<file path="src/rtl/frogger_pkg.sv">
// Shared types and widths for the Frogger game-flow logic and the playfield.
package frogger_pkg;

  // Game-flow state encoding, also exported on o_State.
  typedef enum logic [2:0] {
    ST_IDLE   = 3'd0,
    ST_PLAY   = 3'd1,
    ST_DYING  = 3'd2,
    ST_SCORED = 3'd3,
    ST_OVER   = 3'd4
  } state_t;

  localparam int c_SCORE_W = 7;
  localparam int c_LIVES_W = 2;
  localparam int c_LEVEL_W = 3;
  localparam int c_CNT_W   = 8;   // frame timer, lane and pad counters

  // Playfield size in tiles, shared with the playfield/collision logic.
  localparam int c_GAME_WIDTH  = 14;
  localparam int c_GAME_HEIGHT = 13;

  // Frames per lane step at a given level, never below one frame.
  function automatic logic [c_CNT_W-1:0] lane_period(input int base,
                                                      input int step,
                                                      input logic [c_LEVEL_W-1:0] level);
    int p;
    p = base - step * int'(level);
    if (p < 1) p = 1;
    return c_CNT_W'(p);
  endfunction

endpackage

</file>
<file path="src/rtl/frogger_frame_timer.sv">
// Frame tick generator from VSync plus a loadable frame-tick down-counter
// used to time the death and celebration animations.
module frogger_frame_timer
  import frogger_pkg::*;
(
  input  logic               i_Clk,
  input  logic               i_Rst,
  input  logic               i_VSync,
  input  logic               i_Load,
  input  logic [c_CNT_W-1:0] i_Load_Val,
  output logic               o_Tick,
  output logic               o_Done
);

  logic               r_vsync_d;
  logic               r_tick;
  logic [c_CNT_W-1:0] r_count;

  // Registered rising-edge detect: one tick the cycle after VSync is first seen high.
  always_ff @(posedge i_Clk or posedge i_Rst) begin
    // NOTE: sequential state uses non-blocking assignments so every register
    // samples pre-edge values regardless of block evaluation order.
    if (i_Rst) begin
      r_vsync_d <= 1'b0;
      r_tick    <= 1'b0;
    end else begin
      r_vsync_d <= i_VSync;
      r_tick    <= i_VSync & ~r_vsync_d;
    end
  end

  // Animation counter: load wins over counting; counts ticks down to zero.
  always_ff @(posedge i_Clk or posedge i_Rst) begin
    if (i_Rst) begin
      r_count <= '0;
    end else if (i_Load) begin
      r_count <= i_Load_Val;
    end else if (r_tick && (r_count != '0)) begin
      r_count <= r_count - 1'b1;
    end
  end

  assign o_Tick = r_tick;
  // Done marks the tick that consumes the last remaining frame.
  assign o_Done = r_tick && (r_count == c_CNT_W'(1));

endmodule

</file>
<file path="src/rtl/frogger_game_ctrl.sv">
// Frogger game-flow sequencer: play/death/celebration flow, score, lives,
// level and the per-level lane-advance strobe.
module frogger_game_ctrl
  import frogger_pkg::*;
#(
  parameter int c_START_LIVES    = 3,
  parameter int c_SCORE_LIMIT    = 99,
  parameter int c_PADS_PER_LEVEL = 5,
  parameter int c_MAX_LEVEL      = 7,
  parameter int c_DEATH_FRAMES   = 60,
  parameter int c_SCORE_FRAMES   = 30,
  parameter int c_BASE_PERIOD    = 16,
  parameter int c_PERIOD_STEP    = 2
) (
  input  logic       i_Clk,
  input  logic       i_Rst,
  input  logic       i_VSync,
  input  logic       i_Game_Start,
  input  logic       i_Frog_Hit,
  input  logic       i_Pad_Reached,
  output logic       o_Game_Active,
  output logic       o_Frog_Respawn,
  output logic       o_Lane_Step,
  output logic [6:0] o_Score,
  output logic [1:0] o_Lives,
  output logic [2:0] o_Level,
  output logic [2:0] o_State
);

  localparam logic [c_SCORE_W-1:0] c_SCORE_MAX = c_SCORE_W'(c_SCORE_LIMIT);
  localparam logic [c_LIVES_W-1:0] c_LIVES_INI = c_LIVES_W'(c_START_LIVES);
  localparam logic [c_LEVEL_W-1:0] c_LEVEL_MAX = c_LEVEL_W'(c_MAX_LEVEL);
  localparam logic [c_CNT_W-1:0]   c_PAD_LAST  = c_CNT_W'(c_PADS_PER_LEVEL - 1);

  state_t               r_state;
  state_t               w_next_state;
  logic                 r_start_d;
  logic                 r_start_edge;
  logic [c_SCORE_W-1:0] r_score;
  logic [c_LIVES_W-1:0] r_lives;
  logic [c_LEVEL_W-1:0] r_level;
  logic [c_CNT_W-1:0]   r_pad_cnt;
  logic [c_CNT_W-1:0]   r_lane_cnt;

  logic               w_tick;
  logic               w_timer_done;
  logic               w_timer_load;
  logic [c_CNT_W-1:0] w_timer_val;
  logic               w_active;
  logic               w_respawn;
  logic               w_new_game;
  logic               w_hit;
  logic               w_pad;
  logic [c_CNT_W-1:0] w_period;
  logic               w_lane_wrap;
  logic               w_lane_step;

  frogger_frame_timer u_frame_timer (
    .i_Clk      (i_Clk),
    .i_Rst      (i_Rst),
    .i_VSync    (i_VSync),
    .i_Load     (w_timer_load),
    .i_Load_Val (w_timer_val),
    .o_Tick     (w_tick),
    .o_Done     (w_timer_done)
  );

  // Start-button edge detect so a held button never restarts the game.
  always_ff @(posedge i_Clk or posedge i_Rst) begin
    if (i_Rst) begin
      r_start_d    <= 1'b0;
      r_start_edge <= 1'b0;
    end else begin
      r_start_d    <= i_Game_Start;
      r_start_edge <= i_Game_Start & ~r_start_d;
    end
  end

  // State register.
  always_ff @(posedge i_Clk or posedge i_Rst) begin
    if (i_Rst) r_state <= ST_IDLE;
    else       r_state <= w_next_state;
  end

  // Next-state and control decode; hit outranks pad in PLAY.
  always_comb begin
    // NOTE: every signal gets a default first so no path leaves one unassigned
    // and no latch is inferred.
    w_next_state = r_state;
    w_active     = 1'b0;
    w_respawn    = 1'b0;
    w_new_game   = 1'b0;
    w_hit        = 1'b0;
    w_pad        = 1'b0;
    w_timer_load = 1'b0;
    w_timer_val  = '0;
    case (r_state)
      ST_IDLE, ST_OVER: begin
        if (r_start_edge) begin
          w_next_state = ST_PLAY;
          w_new_game   = 1'b1;
          w_respawn    = 1'b1;
        end
      end
      ST_PLAY: begin
        w_active = 1'b1;
        if (i_Frog_Hit) begin
          w_hit        = 1'b1;
          w_next_state = ST_DYING;
          w_timer_load = 1'b1;
          w_timer_val  = c_CNT_W'(c_DEATH_FRAMES);
        end else if (i_Pad_Reached) begin
          w_pad        = 1'b1;
          w_next_state = ST_SCORED;
          w_timer_load = 1'b1;
          w_timer_val  = c_CNT_W'(c_SCORE_FRAMES);
        end
      end
      ST_DYING: begin
        if (w_timer_done) begin
          if (r_lives == '0) begin
            w_next_state = ST_OVER;
          end else begin
            w_next_state = ST_PLAY;
            w_respawn    = 1'b1;
          end
        end
      end
      ST_SCORED: begin
        if (w_timer_done) begin
          if (r_score == c_SCORE_MAX) begin
            w_next_state = ST_OVER;
          end else begin
            w_next_state = ST_PLAY;
            w_respawn    = 1'b1;
          end
        end
      end
      default: w_next_state = ST_IDLE;
    endcase
  end

  // Lane period follows the current level; a count already past the new
  // period wraps on the next tick.
  assign w_period    = lane_period(c_BASE_PERIOD, c_PERIOD_STEP, r_level);
  assign w_lane_wrap = (r_lane_cnt >= (w_period - 1'b1));
  assign w_lane_step = (r_state == ST_PLAY) && w_tick && w_lane_wrap;

  // Score, lives, level and pad bookkeeping.
  always_ff @(posedge i_Clk or posedge i_Rst) begin
    if (i_Rst) begin
      r_score   <= '0;
      r_lives   <= c_LIVES_INI;
      r_level   <= '0;
      r_pad_cnt <= '0;
    end else if (w_new_game) begin
      r_score   <= '0;
      r_lives   <= c_LIVES_INI;
      r_level   <= '0;
      r_pad_cnt <= '0;
    end else if (w_hit) begin
      if (r_lives != '0) r_lives <= r_lives - 1'b1;
    end else if (w_pad) begin
      if (r_score < c_SCORE_MAX) r_score <= r_score + 1'b1;
      if (r_pad_cnt >= c_PAD_LAST) begin
        r_pad_cnt <= '0;
        if (r_level < c_LEVEL_MAX) r_level <= r_level + 1'b1;
      end else begin
        r_pad_cnt <= r_pad_cnt + 1'b1;
      end
    end
  end

  // Lane counter: counts ticks only while staying in PLAY, cleared otherwise.
  always_ff @(posedge i_Clk or posedge i_Rst) begin
    if (i_Rst) begin
      r_lane_cnt <= '0;
    end else if (w_next_state != ST_PLAY) begin
      r_lane_cnt <= '0;
    end else if ((r_state == ST_PLAY) && w_tick) begin
      r_lane_cnt <= w_lane_wrap ? '0 : r_lane_cnt + 1'b1;
    end
  end

  assign o_Game_Active  = w_active;
  assign o_Frog_Respawn = w_respawn;
  assign o_Lane_Step    = w_lane_step;
  assign o_Score        = r_score;
  assign o_Lives        = r_lives;
  assign o_Level        = r_level;
  assign o_State        = r_state;

endmodule

</file>
<file path="config.mk">
export PLATFORM = sky130hd
export DESIGN_NAME = frogger_game_ctrl
export DESIGN_NICKNAME = d
export VERILOG_FILES = /design/src/rtl/frogger_pkg.sv /design/src/rtl/frogger_frame_timer.sv /design/src/rtl/frogger_game_ctrl.sv
export SDC_FILE = /design/constraint.sdc
export NUM_CORES = 1
export LEC_CHECK = 0
export CORE_UTILIZATION = 30
export DETAILED_ROUTE_END_ITERATION = 6
export HOLD_SLACK_MARGIN = 0.1
export PLACE_DENSITY = 0.55
export SETUP_SLACK_MARGIN = 0.4
export SYNTH_ARGS = -nofsm -noshare
export SYNTH_HDL_FRONTEND = slang
export SYNTH_SLANG_ARGS = --single-unit
</file>
<file path="constraint.sdc">
create_clock -name i_Clk -period 3.2 [get_ports i_Clk]
set_input_delay 0.64 -clock i_Clk [delete_from_list [all_inputs] [get_ports i_Clk]]
set_output_delay 0.64 -clock i_Clk [all_outputs]
set_load 0.05 [all_outputs]
</file>
==> impl_metrics.py <==
metrics = {
    "status": {
        "run_status": "finished with violations",
        "failing_checks": "negative setup slack",
    },
    "detailed_routing": {
        "dr.first_iter.drc_count": 53,
        "remaining_drc_errors": 0,
        "drt_first_pass_iters": 4,
        "postRouteAntennaNets": 0,
        "via_count": 2179,
        "drt-wirelength-per-cell_um": 14.8,
        "routed_wirelength_mm": 6.16,
        "avgViaCountPerCell": 5.25,
    },
    "worst_setup_path": {
        "worstReg2RegEnd": "r_lane_cnt[2]",
        "timing.critical_path.slowest_cell_delay_ps": 510,
        "crit_family": "simple AND/OR/NAND/NOR gates",
        "cp_data_required_time_ps": 2560,
        "crit_slowest_cell": "dfrtp_4",
        "setup.worst_path.start_class": "flop",
        "cells_on_worst_reg2reg_path": 12,
        "worst_ep_arrival_time_ps": 2680,
        "path_max_fanout": 3,
        "worstSetupPathType": "reg -> out",
        "setup.reg_to_reg.worst_slack_ps": 430,
        "worstReg2RegStart": "o_Level[0]",
        "worst_setup_path_end_kind": "output port",
        "path_cells": "inv_8 > ha_4 > nand2b_4 > a21oi_2 > or2_4 > mux2_2 > ha_1 > o21a_1 > nor2_4 > o31ai_4 > and2_4 > buf_12",
        "worstPathBufferInverterCount": 2,
    },
    "synth": {
        "yosys.area.top_type_share_pct": 37.7,
        "cell_types_occupying_the_most_area_after_synthesis": "dfrtp_1, ha_1, nand2_1, xor2_1, inv_1",
        "synth-seq-cells": 43,
        "synth-async-reset-ratio_pct": 100,
        "yosysWarningCount": 0,
        "synth_cell_type_count": 68,
        "synth_enable_flop_cells": 0,
        "syn-instance-count": 268,
        "synthesized_netlist_net_count": 292,
        "netlist_area_sq_um": 2720,
        "yosysTopAreaCell": "dfrtp_1",
        "synth_seq_area_share_pct": 39.6,
        "synth_top_flop_cell": "dfrtp_1",
        "syn-mean-instance-area_sq_um": 10.2,
    },
    "hold_path": {
        "hold_path.class": "reg -> reg",
        "min-delay-start": "u_frame_timer.r_vsync_d",
        "timing.hold.worst_endpoint": "u_frame_timer.o_Tick",
        "worst_hold_path_depth": 1,
    },
    "clocking": {
        "cts_max_path_buffers": 2,
        "cts_root_buf": "clkbuf_8",
        "clk_latency_ps": 300,
        "cts_tree": "done",
        "cts.clk_slew.worst_paths_ps": 90,
        "hold_buffers": 0,
        "htree_levels": 2,
        "clock_sink_count": 43,
        "cts-buffers-inserted": 5,
    },
    "sta": {
        "setup_repair_after_global_routing_missed_its_margin": "true",
        "worst_pin_slew_ps": 796,
        "fin_crit_sh_pct": 104,
        "fin_worst_skew_ps": 16.8,
        "max_slew_margin_pct": 46.6,
        "period_minus_slack_ps": 3320,
        "finalHoldWorstSlack_ps": 375,
        "slew_viol_final": 0,
        "report.final.hold_viol_count": 0,
        "fmax_mhz": 301,
        "setup_slack_ps": -119,
        "setup-violations-final": 1,
        "final.setup.tns_ps": -119,
    },
    "cells_and_area": {
        "final_net_count": 330,
        "areaGrowthSynthToFinish_pct": 24.2,
        "final_design_utilization_pct": 38.6,
        "n_antenna_cell": 0,
        "drive_gt1_share_pct": 21.2,
    },
    "global_routing": {
        "global_route_wire_length_before_repair_mm": 10.7,
        "grt-ovfl-total": 0,
        "groute.usage.overall_pct": 13.7,
        "antenna_found_initial": 0,
        "maximum_number_of_pins_on_one_net_before_global_route_repair": 25,
        "first_global_vias": 2226,
    },
    "flow_run": {
        "max_cap_viol_count": 0,
    },
    "floorplan": {
        "num_rows": 34,
        "fp.dieW_um": 97.3,
        "boundaryPins": 24,
        "dieHeight_um": 97.3,
        "start_util_pct": 31.1,
        "design.die.area_sq_um": 9460,
        "placeableCoreArea_sq_um": 8760,
    },
    "power": {
        "power-per-cell-area_nw_per_um2": 358,
        "p_leak_uw": 0.00143,
        "maximum_ir_drop_on_the_vdd_rail_mv": 0.142,
        "power_uw": 1210,
    },
    "place": {
        "buffer_ports.inserted": 23,
        "finalWeightedCongestion": 0.775,
        "dp_hpwl_mm": 4.43,
    },
}
==> power breakdown <==
group	total (uW)	internal [uW]	leakage (uW)	switching, uW
Clock	426	234	0.0000524	192
Combinational	148	74.6	0.000837	73.7
Sequential	636	583	0.000537	52.7
==> synth_stat cells, drive strengths merged, types with 3 or more instances <==
| cell type | n |
|---|---|
| o21ai | 8 |
| a31oi | 3 |
| mux2i | 3 |
| a21oi | 11 |
| nor2 | 15 |
| nand4 | 6 |
| dfrtp | 41 |
| and2 | 5 |
| o21a | 4 |
| a22o | 4 |
| mux2 | 3 |
| clkbuf | 6 |
| and3 | 3 |
| a41o | 4 |
| ha | 18 |
| nor2b | 4 |
| xor2 | 9 |
| nor4 | 3 |
| or3 | 3 |
| nand3 | 5 |
| a211oi | 5 |
| nor3b | 3 |
| o211ai | 8 |
| a2111oi | 7 |
| xnor2 | 3 |
| nand2 | 23 |
| inv | 16 |
| nor3 | 4 |
==> what timing repair did <==
action / CTS / global route
pin swaps: 4 / 2
gates cloned: 0 / 0
resized for setup: 4 / 4
buffers inserted: 3 / 1
endpoints found under the setup margin: 7 / 9
==> worst max-delay path by stage <==
stage,startpoint,endpoint,slack (ps),depth (start not counted)
finish,o_Level[0],o_Lane_Step,-120,12
global route,o_Level[0],o_Lane_Step,-230,12
CTS,o_Level[0],o_Lane_Step,-150,12
detailed placement,o_Level[0],o_Lane_Step,60,12
global placement,o_Level[0],o_Lane_Step,150,12
floorplan,o_Level[0],o_Lane_Step,20,11
==> cell families after synthesis <==
group	after synthesis	share of synthesized area (%)
xor+xnor	12	3.86
simple gates	94	21.3
compound gates	70	20.2
buf+inv	24	4.36
fa+ha+maj	18	8.27
other cells	1	0.138
mux	6	2.34
flops	43	39.6
==> registers in the layout (all words and copies together), names as in the netlist <==
signal and flops:
o_Level 3, o_Lives 2, o_Score 7, o_State 3, r_lane_cnt 8, r_pad_cnt 8
r_start_d 1, r_start_edge 1, u_frame_timer.o_Tick 1, u_frame_timer.r_count 8, u_frame_timer.r_vsync_d 1
==> layout by cell type (no fill, tap or decap), types with 3 or more instances in the layout <==
master / n
dfrtp_1: 38
nand2_1: 22
clkdlybuf4s50_1: 21
ha_1: 16
buf_4: 15
nor2_1: 14
inv_1: 13
xor2_1: 9
a21oi_1: 9
o211ai_1: 8
o21ai_0: 6
nand4_1: 6
nand3_1: 5
clkbuf_8: 5
nor2b_1: 4
o21a_1: 4
nor3_1: 4
a211oi_1: 4
a22o_1: 4
a41o_1: 4
mux2i_1: 3
or3_1: 3
xnor2_1: 3
mux2_2: 3
nor4_1: 3
and2_1: 3
a31oi_1: 3
a2111oi_1: 3
==> metrics by stage <==
stage / worst slack (ps) / instance area [sq um] / instances
finish: -119 / 3380 / 415
detailed placement: 63.7 / 3230 / 403
CTS: -154 / 3370 / 414
global placement: 150 / 3230 / 403
floorplan: 19.2 / 2810 / 268
global route: -232 / 3380 / 415
==> layout make-up <==
class	count	area [sq um]
Clock buffer	7	76.3
Clock inverter	1	30.0
Fill cell	886	5380
Inverter	16	70.1
Multi-Input combinational cell	201	1620
Sequential cell	43	1080
Tap cell	108	135
Timing Repair Buffer	39	368
==> layer usage <==
layer | share of wire (%) | track usage (%)
met5 | 0 | 0
met4 | 1.1 | 4.19
met3 | 3.1 | 2.37
met2 | 47 | 22.7
met1 | 49 | 18.3
Power figures use the tool's default switching activity.
